**src/rtl/fb_pkg.sv**
```systemverilog
// Shared framebuffer constants, scanout state encoding and the RGB332->RGB565 expander.
// The expander is only referenced when FB_SCANOUT_RGB565_EN is defined.
package fb_pkg;

  localparam int FB_WIDTH  = 320;
  localparam int FB_HEIGHT = 240;
  localparam int FB_PIXELS = FB_WIDTH * FB_HEIGHT;
  localparam int FB_ADDR_W = 17;
  localparam int FB_DATA_W = 8;

  typedef enum logic [1:0] {
    ST_IDLE  = 2'd0,
    ST_RUN   = 2'd1,
    ST_DRAIN = 2'd2
  } scan_state_e;

  // Bit replication keeps full-scale values at full scale (8'hFF -> 16'hFFFF).
  function automatic logic [15:0] rgb332_to_565(input logic [7:0] p);
    return {p[7:5], p[7:6], p[4:2], p[4:2], p[1:0], p[1:0], p[1]};
  endfunction

endpackage

```
**src/rtl/fb_scanout_fifo.sv**
```systemverilog
// Two-entry pixel FIFO between the framebuffer read port and the LCD handshake.
// Head is read straight from storage so it stays stable while the consumer stalls.
module fb_scanout_fifo #(
  parameter int W = 8
) (
  input  logic         clk,
  input  logic         reset_n,
  input  logic         push_i,
  input  logic [W-1:0] din_i,
  input  logic         pop_i,
  output logic [W-1:0] head_o,
  output logic [1:0]   count_o
);

  logic [1:0][W-1:0] mem_q;
  logic              wr_q, rd_q;
  logic [1:0]        cnt_q;
  logic              push_ok, pop_ok;

  assign pop_ok  = pop_i && (cnt_q != 2'd0);
  assign push_ok = push_i && ((cnt_q != 2'd2) || pop_ok);

  always_ff @(posedge clk or negedge reset_n) begin
    if (!reset_n) begin
      mem_q <= '0;
      wr_q  <= 1'b0;
      rd_q  <= 1'b0;
      cnt_q <= 2'd0;
    end else begin
      if (push_ok) begin
        mem_q[wr_q] <= din_i;
        wr_q        <= ~wr_q;
      end
      if (pop_ok) rd_q <= ~rd_q;
      cnt_q <= cnt_q + {1'b0, push_ok} - {1'b0, pop_ok};
    end
  end

  assign head_o  = mem_q[rd_q];
  assign count_o = cnt_q;

endmodule

```
**src/rtl/fb_scanout.sv**
```systemverilog
// Framebuffer scanout: one rotated full-frame scan per start, streamed over valid/ready.
// Define FB_SCANOUT_RGB565_EN to widen pix_data to 16 bits with RGB332->RGB565 expansion.
module fb_scanout
  import fb_pkg::*;
#(
  parameter int WIDTH  = FB_WIDTH,
  parameter int HEIGHT = FB_HEIGHT,
  parameter int ADDR_W = FB_ADDR_W,
  parameter int DATA_W = FB_DATA_W,
`ifdef FB_SCANOUT_RGB565_EN
  localparam int PIX_W = 16
`else
  localparam int PIX_W = DATA_W
`endif
) (
  input  logic              clk,
  input  logic              reset_n,
  input  logic              start,
  input  logic [7:0]        row_offset,
  output logic              busy,
  output logic              frame_done,
  output logic [ADDR_W-1:0] mem_addr,
  input  logic [DATA_W-1:0] mem_rdata,
  output logic [PIX_W-1:0]  pix_data,
  output logic              pix_valid,
  input  logic              pix_ready
);

  localparam int                PIXELS  = WIDTH * HEIGHT;
  localparam int                CNT_W   = $clog2(PIXELS + 1);
  localparam logic [ADDR_W-1:0] WIDTH_V = ADDR_W'(WIDTH);
  localparam logic [ADDR_W-1:0] LAST_A  = ADDR_W'(PIXELS - 1);
  localparam logic [CNT_W-1:0]  LAST_C  = CNT_W'(PIXELS - 1);

  scan_state_e       state_q, state_d;
  logic [ADDR_W-1:0] addr_q, addr_d;
  logic [CNT_W-1:0]  cnt_q, cnt_d;
  logic              inflight_q;
  logic              done_q, done_d;

  logic [1:0]        fifo_cnt;
  logic [DATA_W-1:0] fifo_head;
  logic              pop, issue;
  logic [2:0]        occ;
  logic [7:0]        row_sel;
  logic [ADDR_W-1:0] row_ext, base;

  assign pop = pix_valid && pix_ready;

  // Occupancy after this cycle's pop; counting the pop is what sustains 1 pixel/clk.
  assign occ   = {1'b0, fifo_cnt} + {2'b0, inflight_q} - {2'b0, pop};
  assign issue = (state_q == ST_RUN) && (occ < 3'd2);

  // Out-of-range offsets fall back to row 0; base is a shift-add over the set bits of WIDTH.
  assign row_sel = ({24'd0, row_offset} < 32'(HEIGHT)) ? row_offset : 8'd0;
  assign row_ext = ADDR_W'(row_sel);

  always_comb begin
    base = '0;
    for (int i = 0; i < ADDR_W; i++)
      if (WIDTH_V[i]) base = base + (row_ext << i);
  end

  always_comb begin
    state_d = state_q;
    addr_d  = addr_q;
    cnt_d   = cnt_q;
    done_d  = 1'b0;
    case (state_q)
      ST_IDLE: begin
        if (start) begin
          state_d = ST_RUN;
          addr_d  = base;
          cnt_d   = '0;
        end
      end
      ST_RUN: begin
        if (issue) begin
          addr_d = (addr_q == LAST_A) ? '0 : addr_q + 1'b1;
          cnt_d  = cnt_q + 1'b1;
          if (cnt_q == LAST_C) state_d = ST_DRAIN;
        end
      end
      ST_DRAIN: begin
        if (pop && (fifo_cnt == 2'd1) && !inflight_q) begin
          state_d = ST_IDLE;
          done_d  = 1'b1;
        end
      end
      default: state_d = ST_IDLE;
    endcase
  end

  always_ff @(posedge clk or negedge reset_n) begin
    if (!reset_n) begin
      state_q    <= ST_IDLE;
      addr_q     <= '0;
      cnt_q      <= '0;
      inflight_q <= 1'b0;
      done_q     <= 1'b0;
    end else begin
      state_q    <= state_d;
      addr_q     <= addr_d;
      cnt_q      <= cnt_d;
      inflight_q <= issue;
      done_q     <= done_d;
    end
  end

  fb_scanout_fifo #(.W(DATA_W)) u_fifo (
    .clk     (clk),
    .reset_n (reset_n),
    .push_i  (inflight_q),
    .din_i   (mem_rdata),
    .pop_i   (pop),
    .head_o  (fifo_head),
    .count_o (fifo_cnt)
  );

  assign busy       = (state_q != ST_IDLE);
  assign frame_done = done_q;
  assign mem_addr   = addr_q;
  assign pix_valid  = (fifo_cnt != 2'd0);
`ifdef FB_SCANOUT_RGB565_EN
  assign pix_data   = rgb332_to_565(fifo_head);
`else
  assign pix_data   = fifo_head;
`endif

endmodule
```
**config.mk**
```make
export PLATFORM = sky130hd
export DESIGN_NAME = fb_scanout
export DESIGN_NICKNAME = d
export VERILOG_FILES = /design/src/rtl/fb_pkg.sv /design/src/rtl/fb_scanout_fifo.sv /design/src/rtl/fb_scanout.sv
export SDC_FILE = /design/constraint.sdc
export NUM_CORES = 1
export LEC_CHECK = 0
export ABC_AREA = 1
export CAP_MARGIN = 0
export CORE_MARGIN = 2
export CORE_UTILIZATION = 56
export DETAILED_ROUTE_END_ITERATION = 12
export GPL_ROUTABILITY_DRIVEN = 0
export HOLD_SLACK_MARGIN = 0.12
export PLACE_DENSITY = 0.85
export SLEW_MARGIN = 10
export SYNTH_ARGS = -nofsm -noshare
export SYNTH_HDL_FRONTEND = slang
export SYNTH_SLANG_ARGS = --single-unit
```
**constraint.sdc**
```tcl
create_clock -name clk -period 3.15 [get_ports clk]
set_input_delay 0.63 -clock clk [delete_from_list [all_inputs] [get_ports clk]]
set_output_delay 0.63 -clock clk [all_outputs]
set_load 0.02 [all_outputs]
```
# After elaboration in Yosys (flattened, before gate mapping)
# Index checks and enable logic that the tools add are counted.
# classes
n_bitwise,2
reduce_logical,15
n_mux,20
addsub,7
n_lt_le_gt_ge,5
eq_ne,10
# op_table
op,n
two-way mux 17 bit,5
one-hot mux 17 bit (2 select lines),2
adder 17 x 1 -> 17 bit (second input constant),2
equality test 17 bit (second input constant),2
two-way mux 8 bit,4
adder 14 x 16 -> 17 bit,1
bitwise mux 16 bit,1
demux 8 bit (select 1 bit),1
less-than comparator 8 bit (second input constant),1
two-way mux 2 bit,4
!= test 2 bit (second input constant),4
logical AND 1 bit,7
one-hot mux 2 bit (3 select lines),1
nonzero test 2 bit,3
equality test 2 x 1 -> 1 bit (second input constant),2
less-than comparator 1 x 2 -> 1 bit (second input constant),2
AND reduction 4 bit,1
adder 2 x 1 -> 3 bit,1
less-than comparator 3 x 2 -> 1 bit (second input constant),1
AND reduction 3 bit,1
subtractor 3 x 1 -> 3 bit,1
adder 2 x 1 -> 2 bit,1
equality test 2 bit (second input constant),1
zero test 2 bit,1
other kinds (7),9
# word_totals
elab_cells,69
reg_bits,58

# Depth between registers and ports, before layout
# Gate-level depths: netlist of the first run.
# logic_depth
ltp_word,7
mapped_depth,17

# Modules after synthesis
# From an unflattened synthesis of the first run, not the netlist that was laid out.
# unflattened
hier_cells,517
area_unflattened_um2,3788.6
# modules_own_cells
module,cells_per_inst,area_each_um2,seq_area_each_um2,n_inst
fb_scanout,398,2803.9,950.9,1
fb_scanout_fifo,119,984.7,500.5,1

# Least setup slack after synthesis of the first run
# OpenSTA, ideal clock, no wires.
# synth_path
path_type,register -> register
from,"reg u_fifo.cnt_q[1], in the netlist u_fifo.count_o[1]"
to,reg cnt_q[4]
path_stages_with_launch,16
slack_ns,0.383
required_ns,3.027
arrival_time_ns,2.643
setup_ns,0.123
path_cell_list,dfrtp_1 -> inv_2 -> nand2_2 -> nand2_2 -> inv_1 -> ha_1 -> or2_2 -> fa_1 -> nand3_1 -> nor2_4 -> nor2_4 -> buf_6 -> nor3_2 -> nand2_1 -> o21ai_1 -> a21oi_1
# synth_via
elab_chain_len,7
elab_cells_between_ends,8
cone_classes,add/sub: 2; order compare: 1; eq/ne: 1; reduce/logical: 4
# synth_lines
element,line_no,source
"start, declared",fb_scanout_fifo.sv:17,logic [1:0] cnt_q;
"start signal, assigned",fb_scanout_fifo.sv:35,"cnt_q <= cnt_q + {1'b0, push_ok} - {1'b0, pop_ok};"
nonzero test 2 bit,fb_scanout.sv:123,assign pix_valid = (fifo_cnt != 2'd0);
via pix_valid,fb_scanout.sv:25,"output logic pix_valid,"
logical AND 1 bit,fb_scanout.sv:48,assign pop = pix_valid && pix_ready;
subtractor 3 x 1 -> 3 bit,fb_scanout.sv:51,"assign occ = {1'b0, fifo_cnt} + {2'b0, inflight_q} - {2'b0, pop};"
less-than comparator 3 x 2 -> 1 bit,fb_scanout.sv:52,assign issue = (state_q == ST_RUN) && (occ < 3'd2);
logical AND 1 bit,fb_scanout.sv:52,
via issue,fb_scanout.sv:43,"logic pop, issue;"
!= test 2 bit (no line),n/a,
AND reduction 3 bit (no line),n/a,
"end signal, assigned",fb_scanout.sv:104,cnt_q <= cnt_d;
"end, declared",fb_scanout.sv:37,"logic [CNT_W-1:0] cnt_q, cnt_d;"
# The timed path passes the listed nets, and every way through them passes these cells.
# A chain may end at the register's enable or synchronous reset.

# Worst setup path after layout of the first run
# layout_path
from,in pix_ready
to,"reg addr_q[5], in the netlist mem_addr[5]"
# layout_via
elab_chain_len,6
# layout_lines
element,line_no,source
"start, declared",fb_scanout.sv:26,input logic pix_ready
logical AND 1 bit,fb_scanout.sv:48,
subtractor 3 x 1 -> 3 bit,fb_scanout.sv:51,
less-than comparator 3 x 2 -> 1 bit,fb_scanout.sv:52,
logical AND 1 bit,fb_scanout.sv:52,
via issue,fb_scanout.sv:43,
!= test 2 bit (no line),n/a,
AND reduction 3 bit (no line),n/a,
"end signal, assigned",fb_scanout.sv:103,addr_q <= addr_d;
"end, declared",fb_scanout.sv:36,"logic [ADDR_W-1:0] addr_q, addr_d;"
# The timed path passes the listed nets, and every way through them passes these cells.

==> results of run 1 <==
[layout by cell type (no fill, tap or decap), drive strengths merged, types with 6 or more instances in the layout]
cell	instances
nor3	18
clkbuf	11
nand2	103
o21ai	39
mux2	8
nand3	38
clkdlybuf4s50	46
buf	14
ha	7
nand4	12
a31oi	6
a21oi	31
nor2	50
xor2	7
dfrtp	58
inv	74
[area by class of cell]
type / count / area (µm²) / share of cell area (%)
clock buffer: 11 / 151 / 3.37
clock inverter: 5 / 52.6 / 1.17
inverter: 75 / 300 / 6.69
multi-input combinational: 341 / 1870 / 41.7
sequential: 58 / 1450 / 32.3
tap: 77 / 96.3 / 2.15
timing repair buffer: 60 / 563 / 12.5
[where the power goes]
group          leakage, nW  switching (mW)  internal [mW]
clock network        0.105           0.298          0.404
registers            0.718           0.284           1.01
logic                 1.29            1.20          0.922
total                 2.11            1.78           2.34
[cell families after synthesis]
| family | count (synthesis) | synth area share, % |
|---|---|---|
| buffers and inverters | 83 | 9.45 |
| flip-flops | 58 | 39.6 |
| XOR/XNOR | 11 | 2.63 |
| adder cells (fa/ha/maj) | 8 | 2.94 |
| AO/OA/AOI/OAI | 84 | 12.7 |
| AND/OR/NAND/NOR | 230 | 30.3 |
| multiplexers | 8 | 2.46 |
[layer usage]
layer | GRT usage [%] | vias up | wire length, µm
met5 | 0 | - | 0
met4 | 8.51 | 0 | 180
met3 | 5.35 | 18 | 459
met2 | 42.2 | 113 | 4210
met1 | 32.9 | 1623 | 3690
li1 | - | 1708 | -
[sequential cells by signal, indices dropped and copies added, names as in the netlist]
| signal | count |
|---|---|
| cnt_q | 17 |
| frame_done | 1 |
| inflight_q | 1 |
| mem_addr | 17 |
| state_q | 2 |
| u_fifo.count_o | 2 |
| u_fifo.mem_q | 16 |
| u_fifo.rd_q | 1 |
| u_fifo.wr_q | 1 |
[cells in the mapped netlist (all sizes together)]
cell / number / area share (%)
nand4: 12 / 2.0
a22o: 1 / 0.24
xnor2: 4 / 0.96
dfrtp: 58 / 40
or2: 4 / 0.68
mux2: 8 / 2.5
o21ai: 39 / 5.4
nor4: 4 / 0.68
bufinv: 1 / 0.48
nor3: 18 / 3.0
clkbuf: 2 / 0.20
o31ai: 3 / 0.61
o211ai: 1 / 0.20
nor2: 50 / 6.9
o22ai: 2 / 0.34
inv: 74 / 7.6
buf: 6 / 1.1
a21o: 1 / 0.20
fa: 1 / 0.55
nand2: 103 / 11
nand3: 38 / 5.5
ha: 7 / 2.4
a31oi: 6 / 1.2
a21oi: 31 / 4.4
or4: 1 / 0.20
xor2: 7 / 1.7
[final timing paths]
path	from	to	slack, ns	cells after the start
min reg2reg	state_q[0]	frame_done	0.46	1
min in group asynchronous	reset_n	mem_addr[3]	0.48	1
max in group asynchronous	reset_n	u_fifo.mem_q[14]	1.92	2
max	pix_ready	mem_addr[5]	0.15	15
min	state_q[0]	frame_done	0.46	1
max reg2reg	u_fifo.count_o[1]	mem_addr[5]	0.26	16
[through the flow]
| stage | TNS (ns) | cells | area, µm² | power (mW) |
|---|---|---|---|---|
| detailed placement | -4.93 | 610 | 4270 | 3.36 |
| floorplan | 0 | 482 | 3670 | 2.57 |
| global route | 0 | 627 | 4490 | 4.41 |
| CTS | 0 | 626 | 4470 | 4.07 |
| global placement | -1.49 | 610 | 4270 | 3.25 |
| finish | 0 | 627 | 4490 | 4.12 |
[worst max-delay path: stages]
cell and delay (ns):
clkdlybuf4s50_1 0.50, nand2_2 0.07, inv_1 0.05, ha_1 0.21
or2_2 0.31, fa_1 0.40, inv_1 0.08, nand2_1 0.07
nand3_2 0.11, nor2_4 0.05, nor2_4 0.26, inv_4 0.10
buf_4 0.18, a31oi_1 0.14, a21oi_1 0.05
[repair_timing]
item                                    in CTS  in global routing
setup buffers                                0                  1
endpoints found under the setup margin       0                 14
gates resized for setup                      0                  3
==> metrics, run 1 <==
critical path endpoint category=register; IO buf count=47; DR iter-0 viols=173; CTS tree=built; Placement Rows=29; syn_area_per_cell=roughly 7.6 µm²; Fmax achieved=around 0.33 GHz; Yosys cell types=43; final hold slack=0.461 ns; clk_skew=0.00755 ns; outcome=complete, no violations; crit path max fanout=10; Final Hold Fails=0; syn nets=510; Clock Sinks=58; Ys Warns=0; global-route wire length before repair=roughly 15 mm; clk slew on worst S/H paths=about 0.070 ns; Post-Route WL=8.55 mm; Final min period=3.00 ns; sequential fraction of the synthesis area=39.6%; Max Cap Viol=0; unrepaired setup endpoints after global routing=no; Die W=84.9 µm; CORE AREA=6350 µm²; vias in the first global route=3362; initial antenna violation count=0; CTS buffer count=9; Hold Crit Class=reg -> reg; layout cell share with drive strength beyond 1=15.1%; Post-Syn Area=3670 µm²; die area=7210 µm²; Synth Instances=around 480; Final nets=573; Worst Path Required=3.37 ns; crit path launch type=primary input; Tcrit/Tclk final=95.3%; Max Root-Sink Buffers=2; DR vias=3462; Max H-tree Level=3; average wire per standard cell=13.6 µm; gr usage total=between 20% and 30%; DP HPWL=6.29 mm; Final setup viols=0; DR pass1 iterations=6; worst setup margin=around 0.15 ns; flops & latches, synth=58; IO Pins=48; critical path type=in -> reg; largest net degree at the start of global routing=49; final core occ=between 70% and 80%; Root Driver=clkbuf_8; GRT Residual Overflow=0; worst-margin pin slew=1.04 ns; n_diodes=0; post-DR vias/cell=around 5.5; Worst VDD drop=~0.66 mV; Slew HR=30.4%; Clk Latency, worst-skew pair=0.34 ns; # DRC=0; pwr dens=918 nW/µm²; fill count=502; antenna-violating nets left=0; arrival time worst endpoint=3.22 ns; cts hold-fix bufs=0; Die Height=84.9 µm; Initial Utilization=57.7%; final slew viol count=0; leakage=2.11 nW; P&R area growth vs syn=22.4%; Post-Place Setup Slack=-0.234 ns
No activity file was read; power rests on OpenSTA's default activity.
==> inputs of run 2 (changes only) <==
CORE_MARGIN = 8   (was 2)
CORE_UTILIZATION = 30   (was 56)
PLACE_DENSITY = 0.53   (was 0.85)
==> metrics, run 2 (synthesized netlist as in run 1, its figures left out) <==
arrival time worst endpoint=3.19 ns (-0.03 ns); CORE AREA=12000 µm² (+88%); Clk Latency, worst-skew pair=0.32 ns (-0.02 ns); GR Util met2=19.0% (-23 points); largest net degree at the start of global routing=25 (-49%); placed insts=679 (+11%); post-DR vias/cell=4.82 (-13%); cts hold-fix bufs=0 (unchanged); Tcrit/Tclk final=94.7% (-0.60 points); Initial Utilization=30.6% (-27 points); crit path launch type=primary input; Slew HR=66.6% (+36 points); Placement Rows=40 (+38%); Final min period=2.98 ns (-0.0190 ns); unrepaired setup endpoints after global routing=no; gr usage total=12.0% (-13 points); CTS buffer count=9 (unchanged); # DRC=0 (unchanged); commonest non-fill, non-tap cell in the layout=nand2_1; Post-Route WL=9.14 mm (+6.9%); layout cell share with drive strength beyond 1=14.8% (-0.31 points); Clock Sinks=58 (unchanged); DR vias=3347 (-3.3%); Worst VDD drop=0.354 mV (-46%); crit path max fanout=8 (-2); Worst Path Required=3.36 ns (about the same); DP HPWL=6.89 mm (+9.6%); Total Power=4.30 mW (+4.4%); clk_skew=0.00534 ns (-0.00221 ns); antenna-violating nets left=0 (unchanged); setup_tns=0 ns (unchanged); IO Pins=48 (unchanged); Final nets=572 (-0.17%); final slew viol count=0 (unchanged); clk slew on worst S/H paths=0.05 ns (-0.02 ns); routing usage on met1=15.1% (-18 points); outcome=complete, no violations; DR pass1 iterations=4 (-2); most frequent cells in the layout=nand2_1, inv_1, dfrtp_1; fill count=1244 (+150%); Root Driver=clkbuf_16; initial antenna violation count=0 (unchanged); global-route wire length before repair=15.7 mm (+5.8%); GRT busiest layer=met2; Placement Cell Area=4360 µm² (+2.2%); Max Cap Viol=0 (unchanged); Post-Place Setup Slack=-0.177 ns (+0.0569 ns); Max H-tree Level=3 (unchanged); Fmax achieved=0.335 GHz (+0.64%); Final setup viols=0 (unchanged); n_diodes=0 (unchanged); critical path type=in -> reg; pwr dens=924 nW/µm² (+0.62%); CTS tree=built; Final Hold Fails=0 (unchanged); critical path endpoint category=register; die area=16000 µm² (+120%); worst-margin pin slew=0.500 ns (-0.544 ns); number of cells in the finished layout apart from fillers=695 (+11%); DR iter-0 viols=218 (+26%); vias in the first global route=3288 (-2.2%); Die Height=127 µm (+49%); final instance area=4650 µm² (+3.7%); average wire per standard cell=13.1 µm (-3.6%); Global Route met3 Usage=2.89% (-2.5 points); P&R area growth vs syn=27.0%; Max Root-Sink Buffers=2 (unchanged); IO buf count=47 (unchanged); Hold Crit Class=in -> async; reg2reg path depth=15 (-1); Die W=127 µm (+49%); worst setup margin=0.166 ns (+0.0190 ns); GRT Residual Overflow=0 (unchanged); leakage=2.14 nW (+1.6%)
-- run 2: final timing paths --
path | end | start | slack (ns)
min in group clk | frame_done | state_q[0] | 0.47
hold reg to reg | frame_done | state_q[0] | 0.47
setup / recovery | cnt_q[4] | pix_ready | 0.17
setup reg to reg | cnt_q[4] | u_fifo.count_o[1] | 0.31
hold / removal | mem_addr[1] | reset_n | 0.22
max in group asynchronous | cnt_q[12] | reset_n | 2.27
-- run 2: timing repair --
item,4_1_cts,5_1_grt
buffers inserted,0,1
gates resized for setup,0,4
setup endpoints to repair,0,3
endpoints found under the hold margin,0,0
-- run 2: cell type report --
cell class | instances | area, µm² | area share (%)
multi-input combinational | 341 | 1880 | 40.3
clock buffer | 12 | 256 | 5.51
tap | 147 | 184 | 3.95
inverter | 75 | 300 | 6.45
clock inverter | 3 | 15.0 | 0.323
timing repair buffer | 59 | 572 | 12.3
sequential | 58 | 1450 | 31.2
-- run 2: stage by stage --
stage          hold WS, ns  utilization (%)
2_1_floorplan        0.334                -
3_3_place_gp         0.456             36.5
3_5_place_dp         0.458             36.5
4_1_cts              0.231             38.7
5_1_grt              0.247             38.9
6_report             0.222             38.9
-- run 2: critical path, stage by stage --
cell and delay [ns]:
clkdlybuf4s50_1 0.44, nand2_2 0.09, inv_1 0.04, ha_1 0.26, or2_2 0.30, fa_1 0.50, nand3_2 0.12, nor2_4 0.13
nor2_4 0.09, buf_4 0.15, nor3_2 0.17, nand2_1 0.11, o21ai_1 0.12, a21oi_1 0.05
-- run 2: metal layers --
metal | wire length (µm) | share of wire (%)
met2 | 4270 | 47
met4 | 165 | 1.8
met5 | 0 | 0
met1 | 4300 | 47
met3 | 398 | 4.4
-- run 2: where the power goes --
group	internal [mW]	total [mW]	switching, mW
Sequential	1.02	1.29	0.272
Combinational	0.933	2.11	1.18
Clock	0.566	0.897	0.331
Total	2.52	4.30	1.78
==> inputs of run 3 (changes only) <==
RECOVER_POWER = 25   (was default)
==> metrics, run 3 (synthesized netlist as in run 1, its figures left out) <==
CTS buffer count=9 (unchanged); gr usage total=12.0% (unchanged); DR pass1 iterations=4 (unchanged); global-route wire length before repair=15.7 mm (unchanged); clk_skew=0.00529 ns (-0.0000462 ns); cts hold-fix bufs=0 (unchanged); IO Pins=48 (unchanged); Max Cap Viol=0 (unchanged); average wire per standard cell=13.1 µm (about the same); Die W=127 µm (unchanged); Final min period=2.98 ns (+0.000452 ns); Final setup viols=0 (unchanged); Max H-tree Level=3 (unchanged); crit path max fanout=8 (unchanged); Root Driver=clkbuf_16; number of cells in the finished layout apart from fillers=695 (unchanged); initial antenna violation count=0 (unchanged); Final nets=572 (unchanged); IO buf count=47 (unchanged); # DRC=0 (unchanged); Max Root-Sink Buffers=2 (unchanged); Worst Path Required=3.36 ns (about the same); CTS tree=built; Die Height=127 µm (unchanged); critical path endpoint category=register; unrepaired setup endpoints after global routing=no; die area=16000 µm² (unchanged); commonest non-fill, non-tap cell in the layout=nand2_1; crit path launch type=primary input; pwr dens=925 nW/µm² (+0.17%); DR vias=3352 (+0.15%); placed insts=679 (unchanged); Hold Crit Class=in -> async; P&R area growth vs syn=26.7%; Post-Route WL=9.13 mm (about the same); Final Hold Fails=0 (unchanged); clk slew on worst S/H paths=0.05 ns (about the same); n_diodes=0 (unchanged); Placement Rows=40 (unchanged); post-DR vias/cell=4.82 (+0.15%); GRT Residual Overflow=0 (unchanged); critical path type=in -> reg; fill count=1248 (+0.32%); final hold slack=0.413 ns (+0.192 ns); largest net degree at the start of global routing=25 (unchanged); final slew viol count=0 (unchanged); setup_tns=0 ns (unchanged); Fmax achieved=0.335 GHz (about the same); DP HPWL=6.89 mm (unchanged); outcome=complete, no violations; final core occ=38.8% (-0.073 points); Initial Utilization=30.6% (unchanged); Clk Latency, worst-skew pair=0.32 ns (about the same); leakage=2.13 nW (-0.47%); arrival time worst endpoint=3.19 ns (about the same); Tcrit/Tclk final=94.8% (about the same); layout cell share with drive strength beyond 1=14.2% (-0.55 points); most frequent cells in the layout=nand2_1, inv_1, dfrtp_1; DR iter-0 viols=215 (-1.4%); Worst VDD drop=0.355 mV (+0.19%); antenna-violating nets left=0 (unchanged); CORE AREA=12000 µm² (unchanged); Slew HR=13.6% (-53 points); vias in the first global route=3288 (unchanged); worst-margin pin slew=1.30 ns (+0.796 ns); Clock Sinks=58 (unchanged)
-- run 3: cell count changes in the layout (fill, tap and decap cells not counted), sizes merged --
cell    change
buf         -3
clkbuf      +3
-- run 3: metal layers --
layer,up-vias,part of all wire [%],GRT usage [%]
li1,1711,-,-
met1,1564,47,15.1
met2,65,47,19.0
met3,12,4.4,2.89
met4,0,1.8,5.31
met5,-,0,0
-- run 3: layout make-up --
type | instances | area, µm² | share of cell area (%)
multi-input cells | 341 | 1880 | 40.4
well taps | 147 | 184 | 3.96
clock inverters | 3 | 15.0 | 0.323
flip-flops and latches | 58 | 1450 | 31.2
repair buffers | 59 | 563 | 12.1
inverters | 75 | 300 | 6.46
clock buffers | 12 | 256 | 5.52
-- run 3: critical path: stages --
cell and delay [ns]:
clkdlybuf4s50_1 0.44, nand2_2 0.09, inv_1 0.04, ha_1 0.26, or2_2 0.30, fa_1 0.50, nand3_2 0.12, nor2_4 0.13
nor2_4 0.09, buf_4 0.15, nor3_2 0.17, nand2_1 0.11, o21ai_1 0.12, a21oi_1 0.05
-- run 3: final timing paths --
kind / cells after the start / startpoint / slack (ns) / to
worst max-delay path: 14 / pix_ready / 0.17 / cnt_q[4]
worst min-delay path: 1 / reset_n / 0.41 / mem_addr[1]
worst max register to register: 15 / u_fifo.count_o[1] / 0.30 / cnt_q[4]
worst min register to register: 1 / state_q[0] / 0.47 / frame_done
max in group asynchronous: 2 / reset_n / 1.05 / cnt_q[9]
min in group clk: 1 / state_q[0] / 0.47 / frame_done
-- run 3: per-stage QoR --
step	area, µm²	worst slack [ns]	power (mW)
after floorplan	3670	0.383	2.57
after global placement	4360	-0.141	3.33
after detailed placement	4360	-0.177	3.38
after CTS	4630	0.166	4.29
after global routing	4650	0.0153	4.65
final	4650	0.165	4.30
-- run 3: timing repair --
action                     4_1_cts  5_1_grt
gates resized for setup          0        4
setup endpoints to repair        0        3
buffers inserted                 0        1
-- run 3: where the power goes --
group          internal [mW]  switching [mW]  total (mW)
Sequential              1.02           0.272        1.29
Combinational          0.932            1.18        2.11
Clock                  0.566           0.331       0.896
Total                   2.51            1.79        4.30
